===== src/rtl/bp_cfg_loader_if.sv =====
// rtl/bp_cfg_loader_if.sv - config write channel and microcode source channel of bp_cfg_loader
interface bp_cfg_loader_if #(
    parameter int num_core_p       = 1,
    parameter int cfg_addr_width_p = 16,
    parameter int cfg_data_width_p = 64
);
    localparam int core_width_lp = (num_core_p > 1) ? $clog2(num_core_p) : 1;

    logic                        cfg_v_o;
    logic                        cfg_ready_i;
    logic [core_width_lp-1:0]    cfg_core_o;
    logic [cfg_addr_width_p-1:0] cfg_addr_o;
    logic [cfg_data_width_p-1:0] cfg_data_o;
    logic                        ucode_v_i;
    logic [cfg_data_width_p-1:0] ucode_data_i;
    logic                        ucode_yumi_o;

    modport master (
        output cfg_v_o, cfg_core_o, cfg_addr_o, cfg_data_o, ucode_yumi_o,
        input  cfg_ready_i, ucode_v_i, ucode_data_i
    );

    modport slave (
        input  cfg_v_o, cfg_core_o, cfg_addr_o, cfg_data_o, ucode_yumi_o,
        output cfg_ready_i, ucode_v_i, ucode_data_i
    );
endinterface


===== src/rtl/bp_cfg_loader.sv =====
// rtl/bp_cfg_loader.sv - boot config sequencer: IDs, CCE microcode, mode, unfreeze (option: BP_CFG_LOADER_UCODE_EN)
module bp_cfg_loader #(
    parameter int num_core_p              = 1,
    parameter int num_cce_p               = 1,
    parameter int num_lce_p               = 2,
    parameter int num_cce_instr_ram_els_p = 256,
    parameter int cfg_addr_width_p        = 16,
    parameter int cfg_data_width_p        = 64
) (
    input  logic                 clk_i,
    input  logic                 reset_n_i,
    bp_cfg_loader_if.master      cfg,
    output logic                 done_o
);
    localparam int CORE_W = (num_core_p > 1) ? $clog2(num_core_p) : 1;
    localparam int AW     = cfg_addr_width_p;
    localparam int DW     = cfg_data_width_p;

    localparam logic [AW-1:0] ADDR_FREEZE  = AW'(16'h0000);
    localparam logic [AW-1:0] ADDR_CORE_ID = AW'(16'h0001);
    localparam logic [AW-1:0] ADDR_ICACHE  = AW'(16'h0002);
    localparam logic [AW-1:0] ADDR_DCACHE  = AW'(16'h0003);
    localparam logic [AW-1:0] ADDR_CCE_ID  = AW'(16'h0004);
    localparam logic [AW-1:0] ADDR_MODE    = AW'(16'h0005);
    localparam logic [CORE_W-1:0] LAST_CORE = CORE_W'(num_core_p - 1);

    if (num_cce_p != num_core_p) begin : g_bad_cce_count
        $error("bp_cfg_loader: num_cce_p must equal num_core_p");
    end
    if (num_lce_p != 2 * num_core_p) begin : g_bad_lce_count
        $error("bp_cfg_loader: num_lce_p must equal 2*num_core_p");
    end
    if (num_cce_instr_ram_els_p < 1) begin : g_bad_ram_els
        $error("bp_cfg_loader: num_cce_instr_ram_els_p must be at least 1");
    end

    typedef enum logic [2:0] {
        S_RESET,
        S_IDS,
`ifdef BP_CFG_LOADER_UCODE_EN
        S_UCODE,
`endif
        S_MODE,
        S_UNFREEZE,
        S_DONE
    } state_e;

    state_e             state_q, state_d;
    logic [CORE_W-1:0]  core_q, core_d;
    logic [2:0]         sub_q, sub_d;
    logic               cfg_v;
    logic [AW-1:0]      cfg_addr;
    logic [DW-1:0]      cfg_data;
    logic               ucode_yumi;
    logic               last_core;

`ifdef BP_CFG_LOADER_UCODE_EN
    localparam int WORD_W = (num_cce_instr_ram_els_p > 1) ? $clog2(num_cce_instr_ram_els_p) : 1;
    localparam logic [WORD_W-1:0] LAST_WORD  = WORD_W'(num_cce_instr_ram_els_p - 1);
    localparam logic [AW-1:0]     UCODE_BASE = AW'(16'h8000);
    localparam logic [DW-1:0]     MODE_DATA  = DW'(1);
    state_e             after_ids;
    logic [WORD_W-1:0]  word_q, word_d;

    assign after_ids = S_UCODE;
`else
    localparam logic [DW-1:0]     MODE_DATA  = DW'(0);
    state_e             after_ids;
    logic               unused_ucode;

    // Uncached boot: the microcode source is never consumed.
    assign after_ids    = S_MODE;
    assign unused_ucode = ^{cfg.ucode_v_i, cfg.ucode_data_i};
`endif

    assign last_core = (core_q == LAST_CORE);

    always_ff @(posedge clk_i or negedge reset_n_i) begin
        if (!reset_n_i) begin
            state_q <= S_RESET;
            core_q  <= '0;
            sub_q   <= '0;
`ifdef BP_CFG_LOADER_UCODE_EN
            word_q  <= '0;
`endif
        end else begin
            state_q <= state_d;
            core_q  <= core_d;
            sub_q   <= sub_d;
`ifdef BP_CFG_LOADER_UCODE_EN
            word_q  <= word_d;
`endif
        end
    end

    always_comb begin
        state_d    = state_q;
        core_d     = core_q;
        sub_d      = sub_q;
`ifdef BP_CFG_LOADER_UCODE_EN
        word_d     = word_q;
`endif
        cfg_v      = 1'b0;
        cfg_addr   = '0;
        cfg_data   = '0;
        ucode_yumi = 1'b0;
        done_o     = 1'b0;

        case (state_q)
            S_RESET: state_d = S_IDS;

            S_IDS: begin
                cfg_v = 1'b1;
                case (sub_q)
                    3'd0:    begin cfg_addr = ADDR_FREEZE;  cfg_data = DW'(1);                end
                    3'd1:    begin cfg_addr = ADDR_CORE_ID; cfg_data = DW'(core_q);           end
                    3'd2:    begin cfg_addr = ADDR_ICACHE;  cfg_data = DW'({core_q, 1'b0});   end
                    3'd3:    begin cfg_addr = ADDR_DCACHE;  cfg_data = DW'({core_q, 1'b1});   end
                    default: begin cfg_addr = ADDR_CCE_ID;  cfg_data = DW'(core_q);           end
                endcase
                if (cfg.cfg_ready_i) begin
                    if (sub_q == 3'd4) begin
                        sub_d = '0;
                        if (last_core) begin
                            core_d  = '0;
                            state_d = after_ids;
                        end else begin
                            core_d = core_q + CORE_W'(1);
                        end
                    end else begin
                        sub_d = sub_q + 3'd1;
                    end
                end
            end

`ifdef BP_CFG_LOADER_UCODE_EN
            // Payload passes straight through; the source holds it until yumi.
            S_UCODE: begin
                cfg_v      = cfg.ucode_v_i;
                cfg_addr   = UCODE_BASE + AW'(word_q);
                cfg_data   = cfg.ucode_data_i;
                ucode_yumi = cfg.ucode_v_i & cfg.cfg_ready_i;
                if (ucode_yumi) begin
                    if (word_q == LAST_WORD) begin
                        word_d = '0;
                        if (last_core) begin
                            core_d  = '0;
                            state_d = S_MODE;
                        end else begin
                            core_d = core_q + CORE_W'(1);
                        end
                    end else begin
                        word_d = word_q + WORD_W'(1);
                    end
                end
            end
`endif

            S_MODE: begin
                cfg_v    = 1'b1;
                cfg_addr = ADDR_MODE;
                cfg_data = MODE_DATA;
                if (cfg.cfg_ready_i) begin
                    if (last_core) begin
                        core_d  = '0;
                        state_d = S_UNFREEZE;
                    end else begin
                        core_d = core_q + CORE_W'(1);
                    end
                end
            end

            S_UNFREEZE: begin
                cfg_v    = 1'b1;
                cfg_addr = ADDR_FREEZE;
                cfg_data = '0;
                if (cfg.cfg_ready_i) begin
                    if (last_core) begin
                        core_d  = '0;
                        state_d = S_DONE;
                    end else begin
                        core_d = core_q + CORE_W'(1);
                    end
                end
            end

            S_DONE: done_o = 1'b1;

            default: state_d = S_RESET;
        endcase
    end

    assign cfg.cfg_v_o      = cfg_v;
    assign cfg.cfg_core_o   = core_q;
    assign cfg.cfg_addr_o   = cfg_addr;
    assign cfg.cfg_data_o   = cfg_data;
    assign cfg.ucode_yumi_o = ucode_yumi;
endmodule


===== src/flat_wrapper.sv =====
// flat-port wrapper written by rule: the top's interface ports become plain ports
module bp_cfg_loader_flat 
#(
    parameter int num_core_p              = 1,
    parameter int num_cce_p               = 1,
    parameter int num_lce_p               = 2,
    parameter int num_cce_instr_ram_els_p = 256,
    parameter int cfg_addr_width_p        = 16,
    parameter int cfg_data_width_p        = 64
)
  (clk_i, reset_n_i, done_o, cfg_cfg_v_o, cfg_cfg_core_o, cfg_cfg_addr_o, cfg_cfg_data_o, cfg_ucode_yumi_o, cfg_cfg_ready_i, cfg_ucode_v_i, cfg_ucode_data_i);
  bp_cfg_loader_if #(.num_core_p(num_core_p), .cfg_addr_width_p(cfg_addr_width_p), .cfg_data_width_p(cfg_data_width_p)) cfg_i ();
  input  logic clk_i;
  input  logic reset_n_i;
  output logic done_o;
  output wire logic [$bits(cfg_i.cfg_v_o)-1:0] cfg_cfg_v_o;
  output wire logic [$bits(cfg_i.cfg_core_o)-1:0] cfg_cfg_core_o;
  output wire logic [$bits(cfg_i.cfg_addr_o)-1:0] cfg_cfg_addr_o;
  output wire logic [$bits(cfg_i.cfg_data_o)-1:0] cfg_cfg_data_o;
  output wire logic [$bits(cfg_i.ucode_yumi_o)-1:0] cfg_ucode_yumi_o;
  input wire logic [$bits(cfg_i.cfg_ready_i)-1:0] cfg_cfg_ready_i;
  input wire logic [$bits(cfg_i.ucode_v_i)-1:0] cfg_ucode_v_i;
  input wire logic [$bits(cfg_i.ucode_data_i)-1:0] cfg_ucode_data_i;
  assign cfg_cfg_v_o = cfg_i.cfg_v_o;
  assign cfg_cfg_core_o = cfg_i.cfg_core_o;
  assign cfg_cfg_addr_o = cfg_i.cfg_addr_o;
  assign cfg_cfg_data_o = cfg_i.cfg_data_o;
  assign cfg_ucode_yumi_o = cfg_i.ucode_yumi_o;
  assign cfg_i.cfg_ready_i = cfg_cfg_ready_i;
  assign cfg_i.ucode_v_i = cfg_ucode_v_i;
  assign cfg_i.ucode_data_i = cfg_ucode_data_i;
  bp_cfg_loader #(.num_core_p(num_core_p), .num_cce_p(num_cce_p), .num_lce_p(num_lce_p), .num_cce_instr_ram_els_p(num_cce_instr_ram_els_p), .cfg_addr_width_p(cfg_addr_width_p), .cfg_data_width_p(cfg_data_width_p)) u_core (.clk_i(clk_i), .reset_n_i(reset_n_i), .cfg(cfg_i), .done_o(done_o));
endmodule

===== config.mk =====
export PLATFORM = sky130hd
export DESIGN_NAME = bp_cfg_loader_flat
export DESIGN_NICKNAME = d
export VERILOG_FILES = /design/src/rtl/bp_cfg_loader_if.sv /design/src/rtl/bp_cfg_loader.sv /design/src/flat_wrapper.sv
export SDC_FILE = /design/constraint.sdc
export NUM_CORES = 1
export LEC_CHECK = 0
export BUFFER_PORTS_ARGS = -buffer_cell sky130_fd_sc_hd__buf_2
export CELL_PAD_IN_SITES_DETAIL_PLACEMENT = 1
export CELL_PAD_IN_SITES_GLOBAL_PLACEMENT = 2
export CORE_UTILIZATION = 12
export CTS_CLUSTER_DIAMETER = 80
export DETAILED_ROUTE_END_ITERATION = 6
export PLACE_DENSITY = 0.73
export SETUP_SLACK_MARGIN = 0.1
export SYNTH_ARGS = -nofsm -noshare
export SYNTH_HDL_FRONTEND = slang
export SYNTH_SLANG_ARGS = --single-unit

===== constraint.sdc =====
create_clock -name clk_i -period 1.5 [get_ports clk_i]
set_input_delay 0.15 -clock clk_i [delete_from_list [all_inputs] [get_ports clk_i]]
set_output_delay 0.15 -clock clk_i [all_outputs]
set_load 0.01 [all_outputs]

==> impl_metrics.yaml, run 1 <==
status:
  outcome: "complete, but fails checks"
  failed_checks: "setup timing"
setup_path:
  end_kind: "primary output"
  cp.required_ns: 1.35
  cp.arrival_ns: 1.54
  cp-start-kind: "register"
  crit_fanout: 3
  critical_path_class: "reg -> out"
synthesis:
  yosys-mux-area-fraction: 0.03285
  synth_top_family_by_area: "buffers and inverters"
  ys_top_cells_by_area: "buf_4, dfrtp_1, ha_1"
  yosys.area_share.adder: 0.06083
  yosysMostFrequentCell: "buf_4"
  synth_common_cells: "buf_4, a21oi_1, dfrtp_1, ha_1, nor2_1"
  synth_ff_type: "dfrtp_1"
  synth_edf_count: 0
  yosys.area_share.simple: 0.1180
  yosysTopAreaCell: "buf_4"
  synthXorXnorAreaFrac: 0
  yosysSeqAreaShare: 0.1460
  ys_warn_count: 0
  ys_seq_elements: 6
  synth_compound_area_frac: 0.05353
  mappedNetlistArea_mm2: 0.001028
  synth_cell_types: 22
  async_flop_share: 1.000
  yosys.area.top_type_share: 0.5693
  syn_avg_cell_area_um2: 8.163
  synthesis.instances: 126
route:
  wl_per_cell_um: 6.149
  first_iter_violations: 5
  vias: 607
  ant_nets: 0
  via_per_inst: 2.448
  dr.pass1.iters: 2
  post-route-drc-count: 0
  wl_mm: 1.525
cells_and_area:
  drive_above_1_share: 0.3007
  fillers: 1036
  final_cells: 248
  syn2layout_area_growth_pct: 7.543
  final_nets: 218
  antenna_cells: 0
worst_hold_path:
  hp-class: "in -> reg"
grt:
  grt_max_degree: 8
  antenna_found_initial: 0
  grt_pass1_vias: 471
  grt_pass1_wl_mm: 2.125
  grt_remaining_overflow: 0
  grt_use_total: 0.03214
timing:
  clock.fmax_mhz: 590.6
  setup_viol: 4
  hold_violations: 0
  min_period_ns: 1.693
  clock_skew_ns: 0.001590
  setup_tns_ns: -0.4195
  worst_slack_ns: -0.1933
  holdWs_ns: 0.2537
  timing.final.max_slew_violations: 0
  fin_crit_sh: 1.129
  rsz0062_at_grt: "true"
clocking:
  cts_buffers: 3
  path_clk_slew_ns: 0.04
  cts_tree: "yes"
  clk_latency_ns: 0.23
  cts_buffer_depth: 2
  htree_levels: 1
  cts.sinks: 6
  cts_root_buf: "clkbuf_8"
power:
  ir_worst_vdd_mv: 0.3374
  p_per_area_mw_per_mm2: 1581
  leakagePower_nw: 0.5609
floorplanning:
  chipWidth_um: 94.58
  ioPinCount: 152
  std_cell_rows: 33
  start_util: 0.1245
  core-area_mm2: 0.008258
  die_h_um: 94.58
  die-area_mm2: 0.008945
placed_design:
  dp_hpwl_mm: 1.276
  gp_congestion: 0.6941
  dp_cells: 243
  io_buffers: 8
flow_run:
  drv_cap: 0
[layer usage]
layer / track usage / part of all wire
met1: 0.03309 / 0.35
met2: 0.05193 / 0.51
met3: 0.009662 / 0.096
met4: 0.03030 / 0.035
met5: 0 / 0
[critical path, stage by stage, from the launching register on]
cell and delay (ns):
dfrtp_1 0.39, ha_2 0.20, ha_4 0.16, or3_4 0.32
o22ai_2 0.09, buf_2 0.15
[placed cells by master (no fill, tap or decap)]
| master | instances |
|---|---|
| nor2_1 | 3 |
| mux2_2 | 3 |
| nor2b_4 | 1 |
| o22ai_1 | 1 |
| nor3b_4 | 1 |
| nor3_2 | 1 |
| ha_4 | 4 |
| dfrtp_2 | 1 |
| nand2b_1 | 1 |
| o22ai_2 | 1 |
| buf_2 | 8 |
| a21oi_2 | 3 |
| nand2b_4 | 1 |
| nor3_1 | 2 |
| buf_4 | 7 |
| inv_4 | 2 |
| conb_1 | 78 |
| o21bai_1 | 1 |
| or2_2 | 1 |
| dlygate4sd3_1 | 1 |
| a21oi_1 | 4 |
| and2_4 | 1 |
| nor3b_1 | 1 |
| or3_4 | 2 |
| ha_2 | 1 |
| nand2_2 | 1 |
| dfrtp_1 | 5 |
| inv_1 | 1 |
| nor2_2 | 1 |
| nand2_1 | 2 |
| clkbuf_8 | 3 |
[where the power goes]
part           total (mW)  switching [mW]  internal, mW
logic                1.20           0.624         0.577
clock network       0.257          0.0832         0.174
registers           0.290          0.0601         0.230
[sequential cells by signal, indices dropped and copies added, names as in the netlist]
name            cells
u_core.sub_q        3
u_core.state_q      3
[layout make-up]
class | instances | area, um^2 | share of cell area
Sequential cell | 6 | 151.4 | 0.1369
Clock buffer | 3 | 41.29 | 0.03733
Multi-Input combinational cell | 115 | 663.1 | 0.5995
Inverter | 3 | 16.27 | 0.01471
Timing Repair Buffer | 16 | 102.6 | 0.09276
Tap cell | 105 | 131.4 | 0.1188
[worst paths after layout]
path / startpoint / endpoint / slack [ns] / depth (start not counted)
setup reg to reg: u_core.sub_q[0]$_DFFE_PN0P_ / u_core.state_q[1]$_DFFE_PN0P_ / 0.11 / 6
hold reg to reg: u_core.sub_q[0]$_DFFE_PN0P_ / u_core.sub_q[0]$_DFFE_PN0P_ / 0.65 / 2
hold / removal: cfg_cfg_ready_i / u_core.state_q[0]$_DFFE_PN0P_ / 0.25 / 3
min in group asynchronous: reset_n_i / u_core.state_q[0]$_DFFE_PN0P_ / 0.27 / 2
setup / recovery: u_core.sub_q[0]$_DFFE_PN0P_ / cfg_cfg_addr_o[2] / -0.19 / 5
max in group asynchronous: reset_n_i / u_core.state_q[2]$_DFFE_PN0P_ / 1.06 / 2
[stage by stage]
| step | power [mW] | util | worst slack [ns] | area, um^2 |
|---|---|---|---|---|
| after detailed placement | 1.257 | 0.1156 | -0.04234 | 954.7 |
| after CTS | 1.680 | 0.1295 | -0.2193 | 1070 |
| after global placement | 1.216 | 0.1156 | 0.01942 | 954.7 |
| after floorplan | 1.076 | - | 0.1089 | 1329 |
| final | 1.749 | 0.1339 | -0.1933 | 1106 |
| after global routing | 1.916 | 0.1339 | -0.2514 | 1106 |
[what timing repair did]
item | in CTS | in global routing
resized for setup | 12 | 9
endpoints found under the hold margin | 6 | 0
cloned | 0 | 0
endpoints found under the setup margin | 5 | 6
buffers inserted | 1 | 0
hold buffers | 1 | 0
pin swaps | 5 | 3
[cell families after synthesis]
| kind of cell | Yosys count |
|---|---|
| buf+inv | 82 |
| compound gates | 10 |
| other cells | 1 |
| fa+ha+maj | 5 |
| simple gates | 19 |
| flops | 6 |
| mux | 3 |
Power figures use the tool's default switching activity.
==> run 2, diff against run 1 <==
Settings changed: SETUP_SLACK_MARGIN 0.1 to unset.
==> run 2 against run 1 <==
The run still ends with setup timing left. Worst setup slack improved by 0.024 ns. Sequential share of layout area increased by 0.60 points. Combinational power decreased by 9%. Clock skew increased by 0.00057 ns. Worst hold slack got worse by 0.0039 ns. Via count decreased by 3.0%. Final cell count decreased by 0.40%. Clock-buffer cell count unchanged. Register-to-register slack got worse by 0.03 ns. Sequential power increased by 1%. Critical path type unchanged. Largest cell class unchanged. Highest routed layer unchanged.
==> impl_metrics.yaml, run 2 (synthesized netlist as in run 1, its figures left out) <==
status:
  outcome: "complete, but fails checks"
  failed_checks: "setup timing"
floorplanning:
  start_util: 0.1245
  ioPinCount: 152
  core-area_mm2: 0.008258
  die_h_um: 94.58
  std_cell_rows: 33
  chipWidth_um: 94.58
  die-area_mm2: 0.008945
timing:
  hold_violations: 0
  fin_crit_sh: 1.113
  rsz0062_at_grt: "true"
  min_period_ns: 1.669
  setup_tns_ns: -0.3454
  clock.fmax_mhz: 599.0
  holdWs_ns: 0.2497
  timing.final.max_slew_violations: 0
  clock_skew_ns: 0.002159
  setup_viol: 4
  worst_slack_ns: -0.1693
route:
  first_iter_violations: 4
  post-route-drc-count: 0
  wl_per_cell_um: 5.632
  via_per_inst: 2.385
  ant_nets: 0
  dr.pass1.iters: 4
  wl_mm: 1.391
  vias: 589
flow_run:
  drv_cap: 0
setup_path:
  cp_slowest_cell: "dfrtp_1"
  rrSetupSlack_ns: 0.08
  end_kind: "primary output"
  r2r_end: "u_core.state_q[1]$_DFFE_PN0P_"
  cp.required_ns: 1.35
  cp.arrival_ns: 1.52
  crit_fanout: 2
  slowest_delay_ns: 0.37
  crit_chain: "ha_2 > ha_4 > or3_4 > o22ai_2 > buf_2"
  r2r_cells: 7
  r2r_start: "u_core.sub_q[0]$_DFFE_PN0P_"
  critical_path_class: "reg -> out"
  cp-start-kind: "register"
cells_and_area:
  antenna_cells: 0
  final_common_cell: "conb_1"
  drive_above_1_share: 0.2535
  final_area_mm2: 0.001051
  most-common-layout-cells: "conb_1, buf_2, buf_4, dfrtp_1, a21oi_1"
  top_regs: "u_core.state_q: 3 flops, u_core.sub_q: 3 flops"
  syn2layout_area_growth_pct: 2.190
  final_nets: 217
clocking:
  htree_levels: 1
  cts_buffers: 3
  cts.sinks: 6
  cts_root_buf: "clkbuf_8"
  clk_latency_ns: 0.22
  cts_buffer_depth: 2
  cts_tree: "yes"
  path_clk_slew_ns: 0.04
power:
  ir_worst_vdd_mv: 0.3384
  leakagePower_nw: 0.5447
  total_power_mw: 1.622
  p_per_area_mw_per_mm2: 1543
placed_design:
  io_buffers: 8
  dp_hpwl_mm: 1.173
  gp_congestion: 0.7017
  post_dp_cell_area_um2: 942.2
grt:
  grt_pass1_wl_mm: 1.938
  antenna_found_initial: 0
  grt_pass1_vias: 444
  grt_max_degree: 8
  grt_remaining_overflow: 0
  grt_use_total: 0.02743
worst_hold_path:
  hp-class: "in -> reg"
  hold_end: "u_core.state_q[0]$_DFFE_PN0P_"
  holdPathStages: 3
  hp-start: "cfg_cfg_ready_i"
run 2: layer usage:
| metal | GRT usage | routed length (um) |
|---|---|---|
| met5 | 0 | 0 |
| met4 | 0.01894 | 8 |
| met3 | 0.007246 | 148 |
| met2 | 0.04469 | 723 |
| met1 | 0.03118 | 511 |
run 2: worst max-delay path by stage:
| stage | startpoint | to | slack (ns) | cells after the start |
|---|---|---|---|---|
| finish | u_core.sub_q[0]$_DFFE_PN0P_ | cfg_cfg_addr_o[2] | -0.17 | 5 |
| global route | u_core.sub_q[0]$_DFFE_PN0P_ | cfg_cfg_addr_o[2] | -0.24 | 5 |
| CTS | u_core.sub_q[1]$_DFFE_PN0P_ | cfg_cfg_addr_o[2] | -0.22 | 5 |
| global placement | u_core.sub_q[0]$_DFFE_PN0P_ | cfg_cfg_addr_o[2] | -0.03 | 5 |
| floorplan | u_core.sub_q[0]$_DFFE_PN0P_ | cfg_cfg_addr_o[2] | 0.02 | 4 |
| detailed placement | u_core.sub_q[0]$_DFFE_PN0P_ | cfg_cfg_addr_o[2] | -0.06 | 5 |
run 2: final cells by class:
class	instances	area [um^2]
Inverter	3	13.76
Sequential cell	6	150.1
Multi-Input combinational cell	115	619.3
Tap cell	105	131.4
Timing Repair Buffer	15	95.09
Clock buffer	3	41.29
Fill cell	1023	7207
run 2: power breakdown:
group / total, mW / switching, mW / internal, mW / leakage (nW)
clock network: 0.240 / 0.0676 / 0.172 / 0.0216
registers: 0.294 / 0.0648 / 0.229 / 0.0726
logic: 1.09 / 0.566 / 0.523 / 0.451
total: 1.62 / 0.698 / 0.924 / 0.545
run 2: stage by stage:
| stage | util | worst slack (ns) | std cells |
|---|---|---|---|
| floorplan | - | 0.01919 | 203 |
| global placement | 0.1141 | -0.03151 | 242 |
| detailed placement | 0.1141 | -0.05931 | 242 |
| CTS | 0.1256 | -0.2185 | 248 |
| global route | 0.1273 | -0.2374 | 247 |
| finish | 0.1273 | -0.1693 | 247 |
run 2: timing repair:
action | in CTS | in global routing
hold endpoints to repair | 6 | 0
buffers inserted | 2 | 0
resized for setup | 9 | 6
endpoints found under the setup margin | 4 | 5
pin swaps | 7 | 4
hold buffers | 1 | 0
run 2: worst max-delay path, delay by kind of cell (launching register included):
kind,cells,cell delay (ns)
fa+ha+maj,2,0.36
buf+inv,1,0.15
simple gates,1,0.32
flops,1,0.37
compound gates,1,0.10
